===== src/rtl/out_port_bcd_display.sv =====
// BCD display driver for one memory-mapped output port.
// Converts the low bits of the port value with a serial double-dabble engine.
module out_port_bcd_display #(
    parameter int IN_WIDTH = 8,
    parameter int DIGITS   = 3,
    parameter bit BLANK_LZ = 1'b1
) (
    input  logic                  clock,
    input  logic                  resetn,
    input  logic [31:0]           value,
    output logic [4*DIGITS-1:0]   bcd,
    output logic [7*DIGITS-1:0]   seg,
    output logic                  busy,
    output logic                  overflow
);

    localparam int CW = $clog2(IN_WIDTH + 1);

    function automatic longint unsigned pow10(input int n);
        longint unsigned p;
        p = 64'd1;
        for (int i = 0; i < n; i++) p = p * 64'd10;
        return p;
    endfunction

    if (pow10(DIGITS) <= ((64'd1 << IN_WIDTH) - 64'd1)) begin : g_bad_digits
        $error("DIGITS too small for IN_WIDTH");
    end

    typedef enum logic {
        IDLE = 1'b0,
        CONV = 1'b1
    } state_t;

    state_t                r_state, w_state_n;
    logic [31:0]           r_src, w_src_n;
    logic [IN_WIDTH-1:0]   r_shift, w_shift_n;
    logic [4*DIGITS-1:0]   r_acc, w_acc_n;
    logic [4*DIGITS-1:0]   r_bcd, w_bcd_n;
    logic                  r_busy, w_busy_n;
    logic                  r_ovf, w_ovf_n;
    logic [CW-1:0]         r_cnt, w_cnt_n;

    logic [4*DIGITS-1:0]   w_corr;
    logic [4*DIGITS-1:0]   w_step_acc;
    logic [IN_WIDTH-1:0]   w_step_shift;
    logic [7*DIGITS-1:0]   w_seg;

    // Add-3 correction per nibble, no carry between nibbles.
    always_comb begin
        w_corr = r_acc;
        for (int d = 0; d < DIGITS; d++) begin
            if (r_acc[4*d +: 4] >= 4'd5) begin
                w_corr[4*d +: 4] = r_acc[4*d +: 4] + 4'd3;
            end
        end
    end

    assign w_step_acc   = {w_corr[4*DIGITS-2:0], r_shift[IN_WIDTH-1]};
    assign w_step_shift = r_shift << 1;

    always_comb begin
        w_state_n = r_state;
        w_src_n   = r_src;
        w_shift_n = r_shift;
        w_acc_n   = r_acc;
        w_bcd_n   = r_bcd;
        w_busy_n  = r_busy;
        w_ovf_n   = r_ovf;
        w_cnt_n   = r_cnt;
        unique case (r_state)
            IDLE: begin
                if (value != r_src) begin
                    w_src_n   = value;
                    w_shift_n = value[IN_WIDTH-1:0];
                    w_acc_n   = '0;
                    w_ovf_n   = |value[31:IN_WIDTH];
                    w_busy_n  = 1'b1;
                    w_cnt_n   = '0;
                    w_state_n = CONV;
                end
            end
            CONV: begin
                w_acc_n   = w_step_acc;
                w_shift_n = w_step_shift;
                w_cnt_n   = r_cnt + 1'b1;
                if (r_cnt == CW'(IN_WIDTH - 1)) begin
                    w_bcd_n   = w_step_acc;
                    w_busy_n  = 1'b0;
                    w_state_n = IDLE;
                end
            end
            default: w_state_n = IDLE;
        endcase
    end

    always_ff @(posedge clock or negedge resetn) begin
        if (!resetn) begin
            r_state <= IDLE;
            r_src   <= '0;
            r_shift <= '0;
            r_acc   <= '0;
            r_bcd   <= '0;
            r_busy  <= 1'b0;
            r_ovf   <= 1'b0;
            r_cnt   <= '0;
        end else begin
            r_state <= w_state_n;
            r_src   <= w_src_n;
            r_shift <= w_shift_n;
            r_acc   <= w_acc_n;
            r_bcd   <= w_bcd_n;
            r_busy  <= w_busy_n;
            r_ovf   <= w_ovf_n;
            r_cnt   <= w_cnt_n;
        end
    end

    function automatic logic [6:0] seg7(input logic [3:0] n);
        logic [6:0] s;
        case (n)
            4'd0:    s = 7'b1000000;
            4'd1:    s = 7'b1111001;
            4'd2:    s = 7'b0100100;
            4'd3:    s = 7'b0110000;
            4'd4:    s = 7'b0011001;
            4'd5:    s = 7'b0010010;
            4'd6:    s = 7'b0000010;
            4'd7:    s = 7'b1111000;
            4'd8:    s = 7'b0000000;
            4'd9:    s = 7'b0010000;
            default: s = 7'b1111111;
        endcase
        return s;
    endfunction

    // Walk from the top digit; blanking stops at the first nonzero digit.
    always_comb begin
        logic       lz;
        logic [3:0] nib;
        w_seg = '1;
        lz    = 1'b1;
        nib   = '0;
        for (int d = DIGITS - 1; d >= 0; d--) begin
            nib = r_bcd[4*d +: 4];
            if (BLANK_LZ && (d != 0) && lz && (nib == 4'd0)) begin
                w_seg[7*d +: 7] = 7'b1111111;
            end else begin
                lz              = 1'b0;
                w_seg[7*d +: 7] = seg7(nib);
            end
        end
    end

    assign bcd      = r_bcd;
    assign seg      = w_seg;
    assign busy     = r_busy;
    assign overflow = r_ovf;

endmodule

===== config.mk =====
export PLATFORM = sky130hd
export DESIGN_NAME = out_port_bcd_display
export DESIGN_NICKNAME = d
export VERILOG_FILES = /design/src/rtl/out_port_bcd_display.sv
export SDC_FILE = /design/constraint.sdc
export NUM_CORES = 1
export LEC_CHECK = 0
export ABC_AREA = 1
export CAP_MARGIN = 15
export CORE_AREA = 4 4 95 97
export CTS_CLUSTER_SIZE = 10
export DETAILED_ROUTE_END_ITERATION = 12
export DIE_AREA = 0 0 99 101
export GPL_TIMING_DRIVEN = 0
export PLACE_DENSITY = 0.87
export SLEW_MARGIN = 15
export SYNTH_ARGS = -nofsm -noshare
export SYNTH_HDL_FRONTEND = slang
export SYNTH_SLANG_ARGS = --single-unit

===== constraint.sdc =====
create_clock -name clock -period 2.2 [get_ports clock]
set_input_delay 0.55 -clock clock [delete_from_list [all_inputs] [get_ports clock]]
set_output_delay 0.55 -clock clock [all_outputs]
set_load 0.02 [all_outputs]

==> metrics.cfg, run 1 <==
[floorplan]
std_cell_rows=33
core_mm2=0.00813
dieArea_mm2=0.0100
num_io_pins=69
die_y_um=101
initial_core_util=0.525
die_x_um=99

[critical_path]
timing.rr.start=r_cnt[0]$_DFFE_PN0P_
path_buf_inv=3
r2r-end=bcd[11]$_DFFE_PN0P_
start_kind=flip-flop
crit_family=simple AND/OR/NAND/NOR gates
critPathSlowestCell=dfrtp_1
worst-path-max-fanout=6
cp.required_ns=1.65
r2r_slack_ns=0.27
worstSetupPathType=flip-flop to primary output
rr_worst_depth=5
worst_ep_arrival_time_ns=1.75
crit_top_cell=buf_6
path_cells=buf_6 -> inv_6 -> ha_4 -> nand3_4 -> nor3b_4 -> nor2_4 -> o21ai_2 -> buf_6
max_stage_delay_ns=0.40
endpoint_kind=primary output

[clock_network]
cts_hold_buffers=0
clkSinkCount=71
cts_tree=yes
cts_root_buf=clkbuf_8
insertion_delay_ns=0.35
h-tree-depth=3
cts_buffer_depth=2
numCtsBuffers=9
clkTransAtPathRegs_ns=0.07

[detailed_routing]
ant_nets=0
dr.pass1.iters=5
drc_errors=0
via_count=4151
wire_per_inst_um=14.3
wirelength_um=10900
initialDrtViolationCount=257
viasPerCell=5.43

[cells_and_area]
layout.cells.non_filler=764
final_cell_area_mm2=0.00554
drive_above_1_share=0.162
antenna-diode-count=0
area_growth_pct=29.8
final_core_util=0.681
nets=711

[sta]
fin_worst_skew_ns=0.00626
hold_viol=0
post-route-min-period_ns=2.30
whs_ns=0.0442
final-max-slew-violation-count=0
rsz0062_at_grt=true
setup_viol=10
setup_tns_ns=-0.572
worst_pin_slew_ns=0.527
timing.final.ws_setup_ns=-0.0966
fin_crit_sh=1.04
fmax_mhz=435
relSlewSlack=0.649

[status]
violations=setup timing
outcome=finished, violations left

[synthesis]
async_reset_ff_frac=1.00
synthCells=560
yosys-top-cells-area=dfrtp_1, nand2_1, ha_1, xnor2_1, nand3_1
synth_edf_count=0
synth_area_per_cell_um2=7.62
post-synth-top-count-cell=nand2_1
synth_commonest_cells=nand2_1, dfrtp_1, nand3_1
syn-cell-area_mm2=0.00427
yosysWarnings=0
ys_seq_area_frac=0.416
synth_top_area_frac=0.416
synth_top_area_cell=dfrtp_1
synth_cell_type_count=28
ys_ff_latch=71
ys.flop_type=dfrtp_1
synth_nets=616

[worst_hold_path]
hold_path_class=input pin to async pin

[power_and_ir_drop]
p_switching_mw=1.87
p_total_mw=4.88
pwr-share-comb=0.464
swShare=0.383
p_leak_nw=2.75
seqPwrFrac=0.322
pwr-share-clk=0.214
powerDensity_mw_per_mm2=882
intPower_mw=3.01
worst_ir_drop_vdd_v=0.000403

[placed_design]
detailed_place.area_mm2=0.00510
place.port_buffers=68
hpwl_um=7500
place.gp.congestion=0.860
dp.cells=734
place_ws_ns=-0.420

[flow_run]
max_cap_viol_count=0

[global_route]
grt_use_total=0.216
grt_pass1_vias=4061
grt_pass1_wl_um=17800
grt.overflow.total=0
antenna_found_initial=0
grt_max_degree=59

cells by family (layout without fill, tap and decap cells):
kind of cell               count (synthesis)  in the layout  synth area share
and+or+nand+nor                          319            319             0.328
DFF                                       71             71             0.416
buffers and inverters                     64            163            0.0636
AOI/OAI and AO/OA                         54             54            0.0657
xor gates and xnor gates                  30             30            0.0616
adders and majority gates                 22             22            0.0645
what timing repair did:
action                     in CTS  in global routing
pin swaps                       4                  7
resized for setup             122                 45
setup buffers                  12                  5
setup endpoints to repair      21                 21
registers in the layout (all words and copies together) (netlist names):
register  flops
bcd          12
busy          1
overflow      1
r_acc        12
r_cnt         4
r_shift       8
r_src        32
r_state       1
power by group through the flow:
stage / logic (mW) / clock network (mW) / registers (mW)
2_1_floorplan: 0.977 / 0 / 1.62
3_3_place_gp: 1.91 / 0 / 1.55
3_5_place_dp: 1.98 / 0 / 1.56
4_1_cts: 2.01 / 1.07 / 1.54
5_1_grt: 2.42 / 1.13 / 1.59
6_report: 2.27 / 1.05 / 1.57
worst max-delay path by stage:
stage | start | to | slack [ns] | depth (start not counted)
2_1_floorplan | bcd[0]$_DFFE_PN0P_ | seg[3] | 0.15 | 5
3_3_place_gp | resetn | bcd[3]$_DFFE_PN0P_ | -1.82 | 1
3_5_place_dp | bcd[9]$_DFFE_PN0P_ | seg[13] | -0.42 | 7
4_1_cts | bcd[8]$_DFFE_PN0P_ | seg[13] | -0.14 | 8
5_1_grt | bcd[8]$_DFFE_PN0P_ | seg[13] | -0.18 | 8
6_report | bcd[8]$_DFFE_PN0P_ | seg[13] | -0.1 | 8
cell type report:
class | instances | area, µm²
sequential | 71 | 1780
tap | 105 | 131
inverter | 43 | 169
clock inverter | 4 | 45.0
buffer | 20 | 106
multi-input combinational | 425 | 2340
clock buffer | 11 | 151
timing repair buffer | 85 | 808
fill | 642 | 2600
layer usage:
layer,part of all wire,GRT usage,vias up,wire length (µm)
li1,-,-,1995,-
met1,0.40,0.244,1992,4410
met2,0.51,0.393,133,5620
met3,0.052,0.0346,31,569
met4,0.030,0.111,0,331
met5,0,0,-,0
placed cells by master, fill, tap and decap left out, types with 10 or more instances in the layout:
master and instances:
nand4_1 25, buf_4 19, ha_1 19, inv_1 32, buf_6 14, a21oi_1 10, o21ai_0 27, clkbuf_8 11
buf_2 12, clkdlybuf4s50_1 46, dfrtp_1 66, nand3_1 42, xnor2_1 26, nor2_1 17, nand2_1 209
(Power assumes the default switching activity.)
==> run 2, diff against run 1 <==
- PLACE_DENSITY: 0.87 -> default
- PLACE_DENSITY_LB_ADDON: default -> 0.08
==> run 2 against run 1 <==
  * The flow still finishes with violations (setup timing)
  * Global-route usage shrank 0.059 points
  * Sequential share of layout area shrank 0.050 points
  * Wire length decreased by 2.5%
  * Critical path depth fell by 2
  * Sequential power is essentially flat
  * Flip-flop and latch count is the same
  * Clock skew up 0.0071 ns
  * Count of clock-buffer cells in the layout increased by 1
  * Design area up 0.23%
  * Non-clock buffer count rose by 1
  * Clock power is essentially flat
==> metrics.cfg, run 2 (synthesis results as in run 1) <==
[status]
outcome=finished, violations left
violations=setup timing

[detailed_routing]
via_count=4028  ; -3.0%
wire_per_inst_um=13.9  ; -2.6%
ant_nets=0  ; unchanged
dr.pass1.iters=7  ; +2
initialDrtViolationCount=179  ; -30%
wirelength_um=10700  ; -2.5%
viasPerCell=5.27  ; -3.1%
drc_errors=0  ; unchanged

[global_route]
grt_use_total=0.216  ; -0.000585
antenna_found_initial=0  ; unchanged
grt_pass1_vias=3947  ; -2.8%
grt.overflow.total=0  ; unchanged
grt_max_degree=41  ; -31%
grt_pass1_wl_um=17700  ; -0.93%

[cells_and_area]
final_core_util=0.682  ; +0.00154
multi_input_area_mm2=0.00235  ; +0.43%
antenna-diode-count=0  ; unchanged
final_common_cell=nand2_1
drive_above_1_share=0.168  ; +0.00581
top_register=r_src
final_cell_mix=nand2_1, dfrtp_1, clkdlybuf4s50_1, nand3_1, inv_1
ff_latch_area_mm2=0.00178  ; about the same
nets=712  ; +0.14%
largest_register_ffs=32  ; unchanged
area_growth_pct=30.1
fillers=683  ; +6.4%

[floorplan]
die_y_um=101  ; unchanged
num_io_pins=69  ; unchanged
dieArea_mm2=0.0100  ; unchanged
core_mm2=0.00813  ; unchanged
initial_core_util=0.525  ; unchanged
die_x_um=99  ; unchanged
std_cell_rows=33  ; unchanged

[sta]
fin_crit_sh=1.06  ; +0.0113
rsz0062_at_grt=true
fin_worst_skew_ns=0.0133  ; +0.00707 ns
worst_pin_slew_ns=0.536  ; +0.00970 ns
setup_viol=11  ; +1
whs_ns=0.141  ; +0.0967 ns
timing.final.ws_setup_ns=-0.121  ; -0.0248 ns
post-route-min-period_ns=2.32  ; +0.0248 ns
relSlewSlack=0.642  ; -0.00647
final-max-slew-violation-count=0  ; unchanged
fmax_mhz=431  ; -1.1%
hold_viol=0  ; unchanged
setup_tns_ns=-0.548  ; +0.0245 ns

[clock_network]
clkSinkCount=71  ; unchanged
clkTransAtPathRegs_ns=0.08  ; about the same
cts_root_buf=clkbuf_8
numCtsBuffers=9  ; unchanged
cts_buffer_depth=2  ; unchanged
h-tree-depth=3  ; unchanged
insertion_delay_ns=0.34  ; about the same
cts_tree=yes

[critical_path]
startpoint=bcd[9]$_DFFE_PN0P_
critPathSlowestCell=dfrtp_1
worstSetupPathType=flip-flop to primary output
cp.required_ns=1.65  ; about the same
worst-path-max-fanout=3  ; -3
start_kind=flip-flop
endpoint_kind=primary output
max_stage_delay_ns=0.41  ; about the same
timing.rr.start=r_cnt[0]$_DFFE_PN0P_
path_cells=buf_4 -> ha_1 -> or2_2 -> o21ai_2 -> o21ai_0 -> buf_2
worst_ep_arrival_time_ns=1.77  ; +0.02 ns

[power_and_ir_drop]
worst_ir_drop_vdd_v=0.000435  ; +8.1%
powerDensity_mw_per_mm2=875  ; -0.84%
p_leak_nw=2.74  ; -0.42%

[placed_design]
place.port_buffers=68  ; unchanged
hpwl_um=7390  ; -1.6%
place.gp.congestion=0.875  ; +1.7%

[worst_hold_path]
hold_path_class=input pin to async pin

[flow_run]
max_cap_viol_count=0  ; unchanged

run 2: cell types whose count changed in the layout (fill, tap and decap cells not counted), sizes merged:
cell / delta
clkbuf: +2
clkinvlp: +1
clkinv: -2
run 2: final cells by class:
type                    instances  area share
plain buffers                  20      0.0192
well taps                     105      0.0237
inverters                      43      0.0309
clock inverters                 3     0.00766
repair buffers                 86       0.145
flip-flops and latches         71       0.321
clock buffers                  12      0.0280
multi-input cells             425       0.424
run 2: worst max-delay path, delay by kind of cell, from the launching register on:
family	cells	cell delay [ns]
buf+inv	2	0.33
fa+ha+maj	1	0.18
flops	1	0.41
simple gates	1	0.33
compound gates	2	0.18
run 2: final timing paths:
path | end | slack (ns) | cells past startpoint
worst max-delay path | seg[20] | -0.12 | 6
min in group clock | busy$_DFFE_PN0P_ | 0.48 | 2
worst min-delay path | r_shift[1]$_DFFE_PN0P_ | 0.14 | 1
max in group asynchronous | bcd[6]$_DFFE_PN0P_ | 1.49 | 2
worst max register to register | bcd[11]$_DFFE_PN0P_ | 0.32 | 5
worst min register to register | busy$_DFFE_PN0P_ | 0.48 | 2
run 2: repair_timing:
| item | CTS | global route |
|---|---|---|
| setup buffers | 14 | 4 |
| setup endpoints to repair | 21 | 19 |
| pin swaps | 4 | 5 |
| resized for setup | 109 | 58 |
| hold buffers | 0 | 0 |
run 2: power by group:
group	total [mW]	internal (mW)	switching, mW	leakage [nW]
sequential	1.57	1.43	0.143	0.851
clock	1.06	0.578	0.477	0.0985
combinational	2.23	1.00	1.22	1.79
total	4.85	3.01	1.84	2.74
run 2: metrics by stage:
stage | instances | cell area (µm²) | power [mW] | worst slack (ns)
after global placement | 733 | 5080 | 3.47 | -1.93
after floorplan | 560 | 4270 | 2.60 | 0.149
final | 765 | 5550 | 4.85 | -0.121
after CTS | 762 | 5410 | 4.63 | -0.103
after detailed placement | 734 | 5100 | 3.53 | -0.468
after global routing | 765 | 5550 | 5.13 | -0.165
run 2: layer usage:
layer	GRT usage	routed length [µm]	part of all wire	vias up
met5	0	0	0	-
met4	0.0998	298	0.028	0
met3	0.0235	370	0.035	25
met2	0.391	5460	0.51	91
met1	0.256	4530	0.43	1910
li1	-	-	-	2002
==> run 3, diff against run 2 <==
- CELL_PAD_IN_SITES_DETAIL_PLACEMENT: default -> 0
- CELL_PAD_IN_SITES_GLOBAL_PLACEMENT: default -> 1
- CORE_AREA: 4 4 95 97 -> 4 4 110 112
- DIE_AREA: 0 0 99 101 -> 0 0 114 116
- MAX_ROUTING_LAYER: default -> met4
==> run 3 against run 2 <==
  * The run still ends with setup timing left
  * Register-to-register slack lost 0.07 ns
  * Setup slack gained 0.093 ns
  * Die area grew 32%
  * Critical path depth grew 1
  * Sequential power is essentially flat
  * Global-route usage shrank 3.7 points
  * Maximum frequency grew 4.2%
==> metrics.cfg, run 3 (synthesis results as in run 1) <==
[cells_and_area]
largest_register_ffs=32  ; unchanged
fillers=1155  ; +69%
top_register=r_src
antenna-diode-count=0  ; unchanged
final_common_cell=nand2_1
area_growth_pct=32.3
drive_above_1_share=0.143  ; -0.0251
nets=708  ; -0.56%
final_core_util=0.503  ; -0.179
final_cell_mix=nand2_1, dfrtp_1, clkdlybuf4s50_1, nand3_1, inv_1

[sta]
worst_pin_slew_ns=0.547  ; +0.0102 ns
fin_crit_sh=1.01  ; -0.0423
setup_tns_ns=-0.0428  ; +0.505 ns
whs_ns=0.126  ; -0.0151 ns
fmax_mhz=449  ; +4.2%
final-max-slew-violation-count=0  ; unchanged
rsz0062_at_grt=true
hold_viol=0  ; unchanged
fin_worst_skew_ns=0.00624  ; -0.00709 ns
relSlewSlack=0.636  ; -0.00679
timing.final.ws_setup_ns=-0.0283  ; +0.0931 ns
post-route-min-period_ns=2.23  ; -0.0931 ns
setup_viol=2  ; -9

[floorplan]
std_cell_rows=39  ; +18%
num_io_pins=69  ; unchanged
die_y_um=116  ; +15%
dieArea_mm2=0.0132  ; +32%
die_x_um=114  ; +15%
initial_core_util=0.380  ; -0.144
core_mm2=0.0112  ; +38%

[critical_path]
start_kind=flip-flop
path_buf_inv=2  ; unchanged
worst-path-max-fanout=6  ; +3
path_cells=inv_2 -> ha_4 -> nand3_4 -> nor3b_4 -> nor2_4 -> o21ai_1 -> buf_4
max_stage_delay_ns=0.40  ; about the same
critPathSlowestCell=dfrtp_1
worstSetupPathType=flip-flop to primary output
endpoint_kind=primary output
timing.rr.start=r_cnt[0]$_DFFE_PN0P_
worst_ep_arrival_time_ns=1.68  ; -0.09 ns
r2r_slack_ns=0.25  ; -0.07 ns
rr_worst_depth=5  ; unchanged
crit_family=simple AND/OR/NAND/NOR gates
cp.required_ns=1.65  ; about the same
r2r-end=bcd[0]$_DFFE_PN0P_
startpoint=bcd[8]$_DFFE_PN0P_

[flow_run]
max_cap_viol_count=0  ; unchanged

[clock_network]
clkTransAtPathRegs_ns=0.06  ; -0.02 ns
cts_root_buf=clkbuf_16
cts_tree=yes
numCtsBuffers=9  ; unchanged
clkSinkCount=71  ; unchanged
h-tree-depth=3  ; unchanged
cts_buffer_depth=2  ; unchanged
insertion_delay_ns=0.33  ; about the same

[detailed_routing]
wirelength_um=10900  ; +2.0%
ant_nets=0  ; unchanged
initialDrtViolationCount=175  ; -2.2%
viasPerCell=4.89  ; -7.2%
drc_errors=0  ; unchanged
dr.pass1.iters=4  ; -3
via_count=3910  ; -2.9%
wire_per_inst_um=13.6  ; -2.4%

[placed_design]
place.gp.congestion=0.862  ; -1.5%
hpwl_um=7830  ; +6.1%
place_ws_ns=-0.451  ; +0.0169 ns
place.port_buffers=68  ; unchanged

[global_route]
grt_pass1_wl_um=18300  ; +3.8%
grt_pass1_vias=3837  ; -2.8%
grt.overflow.total=0  ; unchanged
antenna_found_initial=0  ; unchanged
grt_use_total=0.178  ; -0.0373
grt_max_degree=47  ; +15%

[power_and_ir_drop]
powerDensity_mw_per_mm2=921  ; +5.2%
p_total_mw=5.20  ; +7.1%
worst_ir_drop_vdd_v=0.000669  ; +54%
p_leak_nw=2.79  ; +1.7%

[status]
outcome=finished, violations left
violations=setup timing

[worst_hold_path]
hold_path_class=input pin to async pin

-- run 3: cell types whose count changed in the layout (fill, tap and decap cells not counted), sizes merged --
cell,previous run,this run
clkdlybuf4s15,2,1
clkinvlp,1,2
clkbuf,21,25
buf,48,39
bufinv,1,2
dlygate4sd2,1,2
-- run 3: power breakdown --
part / internal (mW) / total [mW] / switching (mW)
registers: 1.42 / 1.54 / 0.119
clock network: 1.05 / 1.62 / 0.563
logic: 0.902 / 2.04 / 1.14
-- run 3: worst max-delay path by stage --
stage	end	slack, ns	cells after the start
detailed placement	seg[7]	-0.45	7
floorplan	seg[3]	0.15	5
global placement	r_src[19]$_DFFE_PN0P_	-2.13	1
global route	seg[13]	-0.14	7
finish	seg[7]	-0.03	7
CTS	seg[7]	-0.06	7
-- run 3: layer usage --
metal,global-route usage,share of wire,wire length (µm),up-vias
met5,-,0,0,-
met4,0.0618,0.017,184,0
met3,0.0303,0.038,418,15
met2,0.308,0.50,5460,77
met1,0.211,0.44,4820,1824
li1,-,-,-,1994
-- run 3: timing repair --
item	4_1_cts	5_1_grt
hold buffers	0	0
hold endpoints to repair	0	0
resized for setup	99	41
buffers inserted	8	5
pin swaps	3	8
endpoints found under the setup margin	21	37
-- run 3: final cells by class --
cell class | instances | area [µm²] | share of cell area
plain buffers | 20 | 109 | 0.0193
inverters | 43 | 166 | 0.0295
well taps | 143 | 179 | 0.0317
flip-flops and latches | 71 | 1780 | 0.315
multi-input cells | 425 | 2320 | 0.411
clock buffers | 11 | 253 | 0.0448
repair buffers | 82 | 762 | 0.135
clock inverters | 5 | 80.1 | 0.0142
-- run 3: stage by stage --
step | cell area, µm² | instances
6_report | 5650 | 800
5_1_grt | 5650 | 800
4_1_cts | 5570 | 795
3_5_place_dp | 5150 | 772
3_3_place_gp | 5130 | 771
2_1_floorplan | 4270 | 560
